<file path="config.mk">
export PLATFORM = sky130hd
export DESIGN_NAME = sdm_serial_tx7
export DESIGN_NICKNAME = d
export VERILOG_FILES = /design/src/rtl/sdm_serial_tx7.sv
export SDC_FILE = /design/constraint.sdc
export NUM_CORES = 1
export LEC_CHECK = 0
export CAP_MARGIN = 20
export CORE_MARGIN = 5
export CORE_UTILIZATION = 45
export CTS_CLUSTER_DIAMETER = 40
export DETAILED_ROUTE_END_ITERATION = 6
export GPL_TIMING_DRIVEN = 0
export PLACE_DENSITY = 0.66
export SYNTH_ARGS = -nofsm -noshare
export SYNTH_HDL_FRONTEND = slang
export SYNTH_SLANG_ARGS = --single-unit
</file>
<file path="constraint.sdc">
create_clock -name clk -period 4.12 [get_ports clk]
set_input_delay 0.412 -clock clk [delete_from_list [all_inputs] [get_ports clk]]
set_output_delay 0.412 -clock clk [all_outputs]
set_load 0.02 [all_outputs]
</file>
<file path="src/rtl/sdm_serial_tx7.sv">
// Parallel-to-serial transmitter: start bit, 7 data bits LSB first, even parity, stop bit.
// Each serial bit is held on tx for BIT_CYCLES clocks; one word accepted per valid/ready handshake.
module sdm_serial_tx7 #(
   parameter int DATA_W     = 7,
   parameter int BIT_CYCLES = 4
) (
   input  logic              clk,
   input  logic              reset,
   input  logic [DATA_W-1:0] d,
   input  logic              load,
   output logic              ready,
   output logic              tx,
   output logic              busy,
   output logic              done
);

   localparam int IDX_W = $clog2(DATA_W);
   localparam logic [7:0]       CNT_LAST = 8'(BIT_CYCLES - 1);
   localparam logic [IDX_W-1:0] BIT_LAST = IDX_W'(DATA_W - 1);

   typedef enum logic [2:0] {
      IDLE,
      START,
      DATA,
      PARITY,
      STOP
   } state_t;

   state_t            state_reg, state_next;
   logic [7:0]        cnt_reg, cnt_next;
   logic [IDX_W-1:0]  bit_reg, bit_next;
   logic [DATA_W-1:0] shift_reg, shift_next;
   logic              par_reg, par_next;
   logic              tx_reg, tx_next;
   logic              done_reg, done_next;
   logic              bit_end;

   // Running XOR across the incoming word; the last stage is the even-parity bit.
   logic [DATA_W-1:0] par_chain;
   assign par_chain[0] = d[0];
   genvar gi;
   generate
      for (gi = 1; gi < DATA_W; gi++) begin : g_par
         assign par_chain[gi] = par_chain[gi-1] ^ d[gi];
      end
   endgenerate

   assign bit_end = (cnt_reg == CNT_LAST);

   always_ff @(posedge clk) begin
      if (reset) begin
         state_reg <= IDLE;
         cnt_reg   <= '0;
         bit_reg   <= '0;
         shift_reg <= '0;
         par_reg   <= 1'b0;
         tx_reg    <= 1'b1;
         done_reg  <= 1'b0;
      end else begin
         state_reg <= state_next;
         cnt_reg   <= cnt_next;
         bit_reg   <= bit_next;
         shift_reg <= shift_next;
         par_reg   <= par_next;
         tx_reg    <= tx_next;
         done_reg  <= done_next;
      end
   end

   // tx_next is the value of the bit that the next state will present, so tx stays registered.
   always_comb begin
      state_next = state_reg;
      cnt_next   = cnt_reg;
      bit_next   = bit_reg;
      shift_next = shift_reg;
      par_next   = par_reg;
      tx_next    = tx_reg;
      done_next  = 1'b0;

      if (state_reg != IDLE) begin
         cnt_next = bit_end ? 8'd0 : cnt_reg + 8'd1;
      end

      case (state_reg)
         IDLE: begin
            tx_next = 1'b1;
            if (load) begin
               shift_next = d;
               par_next   = par_chain[DATA_W-1];
               cnt_next   = '0;
               bit_next   = '0;
               tx_next    = 1'b0;
               state_next = START;
            end
         end
         START: begin
            if (bit_end) begin
               tx_next    = shift_reg[0];
               state_next = DATA;
            end
         end
         DATA: begin
            if (bit_end) begin
               shift_next = shift_reg >> 1;
               if (bit_reg == BIT_LAST) begin
                  tx_next    = par_reg;
                  state_next = PARITY;
               end else begin
                  bit_next = bit_reg + 1'b1;
                  tx_next  = shift_reg[1];
               end
            end
         end
         PARITY: begin
            if (bit_end) begin
               tx_next    = 1'b1;
               state_next = STOP;
            end
         end
         STOP: begin
            if (bit_end) begin
               tx_next    = 1'b1;
               done_next  = 1'b1;
               state_next = IDLE;
            end
         end
         default: begin
            tx_next    = 1'b1;
            state_next = IDLE;
         end
      endcase
   end

   assign tx    = tx_reg;
   assign done  = done_reg;
   assign ready = (state_reg == IDLE);
   assign busy  = (state_reg != IDLE);

endmodule

</file>
Yosys cells after proc, flatten, opt, wreduce, memory -nomap -nowiden. Cells that the tools add are included.

Memory bits (writable): 0. Memories: 0. ROM bits: 0. Latch bits: 0. Word-level logic and storage cells: 65. Output and inout port bits: 4. Register bits: 24.

Eq/ne operators: 14. Multiplexer cells: 25. Order comparisons: 0. Multiply operators: 0. Divide/modulo/power cells: 0. Shift-type cells: 0. $add $sub $neg: 2. Bitwise logic cells: 7. Reduce and logical (&&, ||, !) cells: 10.

Operator list (count): 2-to-1 mux 8 bit (4); 2-to-1 mux 3 bit (9); one-hot mux 3 bit (5 select lines) (1); 2-to-1 mux 7 bit (2); != test 2 bit (second input constant) (7); one-hot mux 7 bit (2 select lines) (1); adder 8 x 1 -> 8 bit (second input constant) (1); == test 8 x 2 -> 1 bit (second input constant) (1); == test 3 x 2 -> 1 bit (second input constant) (2); == test 3 bit (second input constant) (2); 2-to-1 mux 1 bit (6); one-hot mux 3 bit (2 select lines) (1); AND reduction 3 bit (2); AND reduction 6 bit (1); XOR 1 bit (6); one-hot mux 1 bit (4 select lines) (1); AND reduction 4 bit (1); OR reduction 2 bit (2); adder 3 x 1 -> 3 bit (second input constant) (1); == test 3 x 1 -> 1 bit (second input constant) (1); zero test 3 bit (1); nonzero test 3 bit (1); != test 2 x 1 -> 1 bit (second input constant) (1); AND reduction 2 bit (1); other kinds (2) (2).

Longest topological paths before layout.
Word-level depth: 6. Depth in mapped cells: 7. Gate-level depth less buffers: 6.

Worst setup path before layout. OpenSTA, ideal clock, no wires.

Kind: register -> register. From: reg cnt_reg[0]. To: reg bit_reg[2]. Path slack: 2.518 ns. Stages on the path, launching flop included: 6. Period minus slack after synthesis: 1.602 ns. Data arrival time: 1.517 ns. Path through: dfxtp_1 ha_1 nor3b_2 nand4_1 or3_1 a211oi_1.

Word-level cells in the longest chain between the ends: 3.

Ends and longest elaborated chain: start: declaration (RTL line 30) `logic [7:0] cnt_reg, cnt_next;`; start signal: assignment (RTL line 61) `cnt_reg <= cnt_next;`; == test 8 x 2 -> 1 bit (RTL line 48) `assign bit_end = (cnt_reg == CNT_LAST);`; != test 2 bit (no line); AND reduction 4 bit (no line); end signal: assignment (RTL line 62) `bit_reg <= bit_next;`; end: declaration (RTL line 31) `logic [IDX_W-1:0] bit_reg, bit_next;`.

Every way passes these cells. A chain may end at the register's enable or synchronous reset.

Final worst setup path.
From: reg state_reg[0]. To: out ready.

Word-level cells in the longest chain between the ends: 1.

Ends and longest elaborated chain: start: declaration (RTL line 29) `state_t state_reg, state_next;`; start signal: assignment (RTL line 60) `state_reg <= state_next;`; zero test 3 bit (RTL line 136) `assign ready = (state_reg == IDLE);`; end: declaration (RTL line 11) `output logic ready,`.

Every way passes these cells.

==> flow_summary.yaml <==
power:
  swShare_pct: 34.3
  power.leakage_nw: 0.526
  ir_worst_vdd_uv: 165
  p_switching_w: 0.000206
  power_density_nw_per_um2: 390
  internal-power_w: 0.000394
  p_clk_share_pct: 16.9
  power_w: 0.000600
  pwr-share-comb_pct: 37.6
  power_frac_seq_pct: 45.4
detailed_routing:
  num_vias: 1148
  totalWireLength_microns: 2790
  postRouteAntennaNets: 0
  dr.pass1.iters: 4
  drtIter0Drc: 56
  wl_per_cell_microns: 14.0
  drc: 0
  vias_per_cell: 5.74
global_routing:
  grt_max_degree: 13
  grt-ovfl-total: 0
  grt_pass1_wl_microns: 5250
  first_global_vias: 1181
  track_usage_pct: 15.3
  antenna_found_initial: 0
clock_network:
  post_cts_resized: 0
  clk_pin_slew_worst_paths_ns: 0.13
  cts_setup_buffers: 0
  hold_buffers: 0
  clk_latency_ns: 0.31
  htreeDepth: 1
  ctsLongestPathBuffers: 2
  cts-root-buf: "clkbuf_4"
  numCtsBuffers: 3
  cts_sinks: 24
  cts_tree: "done"
worst_setup_path:
  cp.arrival_ns: 1.85
  cp_num_buf_inv: 3
  rr_endpoint: "bit_reg[2]$_SDFFE_PP0P_"
  cp-end-kind: "output pin"
  r2r_slack_ns: 2.28
  path_depth: 4
  crit_path_max_incr_delay_ns: 0.60
  rr_startpoint: "cnt_reg[0]$_SDFF_PP0_"
  path_class: "reg2out"
  reg2reg_depth: 5
  critPathSlowestCell: "clkdlybuf4s50_1"
  crit_fanout: 9
  cp-start-kind: "flop"
  cp_cell_sequence: "or3_1 -> buf_6 -> clkinv_4 -> clkdlybuf4s50_1"
  critPathRequiredTime_ns: 3.71
  cp-startpoint: "state_reg[0]$_SDFFE_PP0P_"
  crit_family: "buffers and inverters"
synth:
  ys_seq_area_share_pct: 35.5
  syn_nets: 165
  synth_seq_cells: 24
  synth-edff-count: 0
  synthArstFlopShare_pct: 0
  synth.avg_cell_area_sq_um: 8.91
  ys_types: 44
  netlist_instances: 152
  synth_top_flop_cell: "dfxtp_1"
  synth_warnings: 0
  netlist_area_sq_um: 1350
finish:
  final_nets: 182
  final_cell_mix: "dfxtp_1, nor2_1, clkdlybuf4s50_1"
  drive_gt1_share_pct: 10.2
  largest_reg_flops: 8
  area_growth_pct: 13.6
  antennaDiodeCount: 0
  final_common_cell: "dfxtp_1"
timing:
  whs_ns: 0.463
  max_freq_mhz: 441
  clock_skew_ns: 0.00323
  slew_headroom_pct: 55.0
  fin_setup_tns_ns: 0
  period_needed_ns: 2.27
  finalSetupViolCount: 0
  hold_viol: 0
  slew_violations: 0
  rsz0062_at_grt: "false"
  period_share_pct: 55.0
  max_slew.worst_pin.slew_ns: 0.674
outcome:
  status: "finished, final reports clean"
die:
  ioPinCount: 14
  dieArea_sq_um: 4210
  core_sq_um: 2980
  die_h_microns: 64.9
  rows: 20
  start_util_pct: 45.5
  die_w_microns: 64.9
min_path:
  whs_endpoint: "bit_reg[2]$_SDFFE_PP0P_"
  hold_path_depth: 2
  min_from: "reset"
  hp-class: "in2reg"
place:
  portBuffers: 12
  globalplace.congestion: 0.859
  dp_hpwl_microns: 2120
job:
  cap_violations: 0
==> cell families after synthesis <==
family	after synthesis	synth area share, %
xor+xnor	6	3.88
fa+ha+maj	3	2.77
buf+inv	16	7.30
simple gates	56	23.5
flops	24	35.5
compound gates	40	21.9
mux	7	5.18
==> worst max-delay path by stage <==
stage                                            to  slack [ns]
after detailed placement  shift_reg[3]$_SDFFE_PP0P_        1.83
final                                         ready        1.85
after floorplan             bit_reg[2]$_SDFFE_PP0P_        2.52
after CTS                                     ready        1.83
after global routing                          ready        1.75
after global placement    shift_reg[3]$_SDFFE_PP0P_        1.86
==> worst reg2reg max path, cell delays in order, from the launching register on <==
cell,delay [ns]
dfxtp_1,0.39
ha_1,0.24
nor3b_2,0.37
nand4_1,0.20
or3_1,0.35
a211oi_1,0.22
==> final cells by class <==
class                   instances  area [sq um]
repair buffers                 12           120
plain buffers                   9          67.6
well taps                      33          41.3
flip-flops and latches         24           480
inverters                       7          31.3
multi-input cells             112           774
clock buffers                   3          22.5
fillers                       292          1440
==> per-stage QoR <==
stage	worst slack, ns	cells	utilization [%]	cell area, sq um
2_1_floorplan	2.52	152	-	1350
3_3_place_gp	1.86	197	50.9	1520
3_5_place_dp	1.83	197	50.9	1520
4_1_cts	1.83	200	51.6	1540
5_1_grt	1.75	200	51.6	1540
6_report	1.85	200	51.6	1540
==> power groups by stage <==
stage	clock, W	sequential [W]	combinational [W]
2_1_floorplan	0	0.000278	0.000163
3_3_place_gp	0	0.000277	0.000220
3_5_place_dp	0	0.000278	0.000227
4_1_cts	0.000105	0.000273	0.000228
5_1_grt	0.000115	0.000276	0.000254
6_report	0.000102	0.000272	0.000226
==> routing by layer <==
metal | GRT usage (%) | vias to the layer above | wire, microns
li1 | - | 592 | -
met3 | 2.25 | 2 | 112
met4 | 5.54 | 0 | 15
met2 | 27.1 | 23 | 1370
met1 | 18.7 | 531 | 1290
met5 | 0 | - | 0
==> cell usage after synthesis, drive strengths merged (3+ instances only) <==
cell type	number	area (sq um)
or3	3	18.8
nand2b	5	31.3
buf	6	56.3
clkbuf	3	11.3
xnor2	5	43.8
nor3	4	20.0
a311oi	3	26.3
a211oi	10	75.1
nand2	11	41.3
mux2i	7	70.1
ha	3	37.5
a21oi	6	33.8
nor2	12	45.0
inv	6	22.5
o21ai	8	40.0
nand3	8	40.0
dfxtp	24	480
No activity file was read; power rests on OpenSTA's default activity.
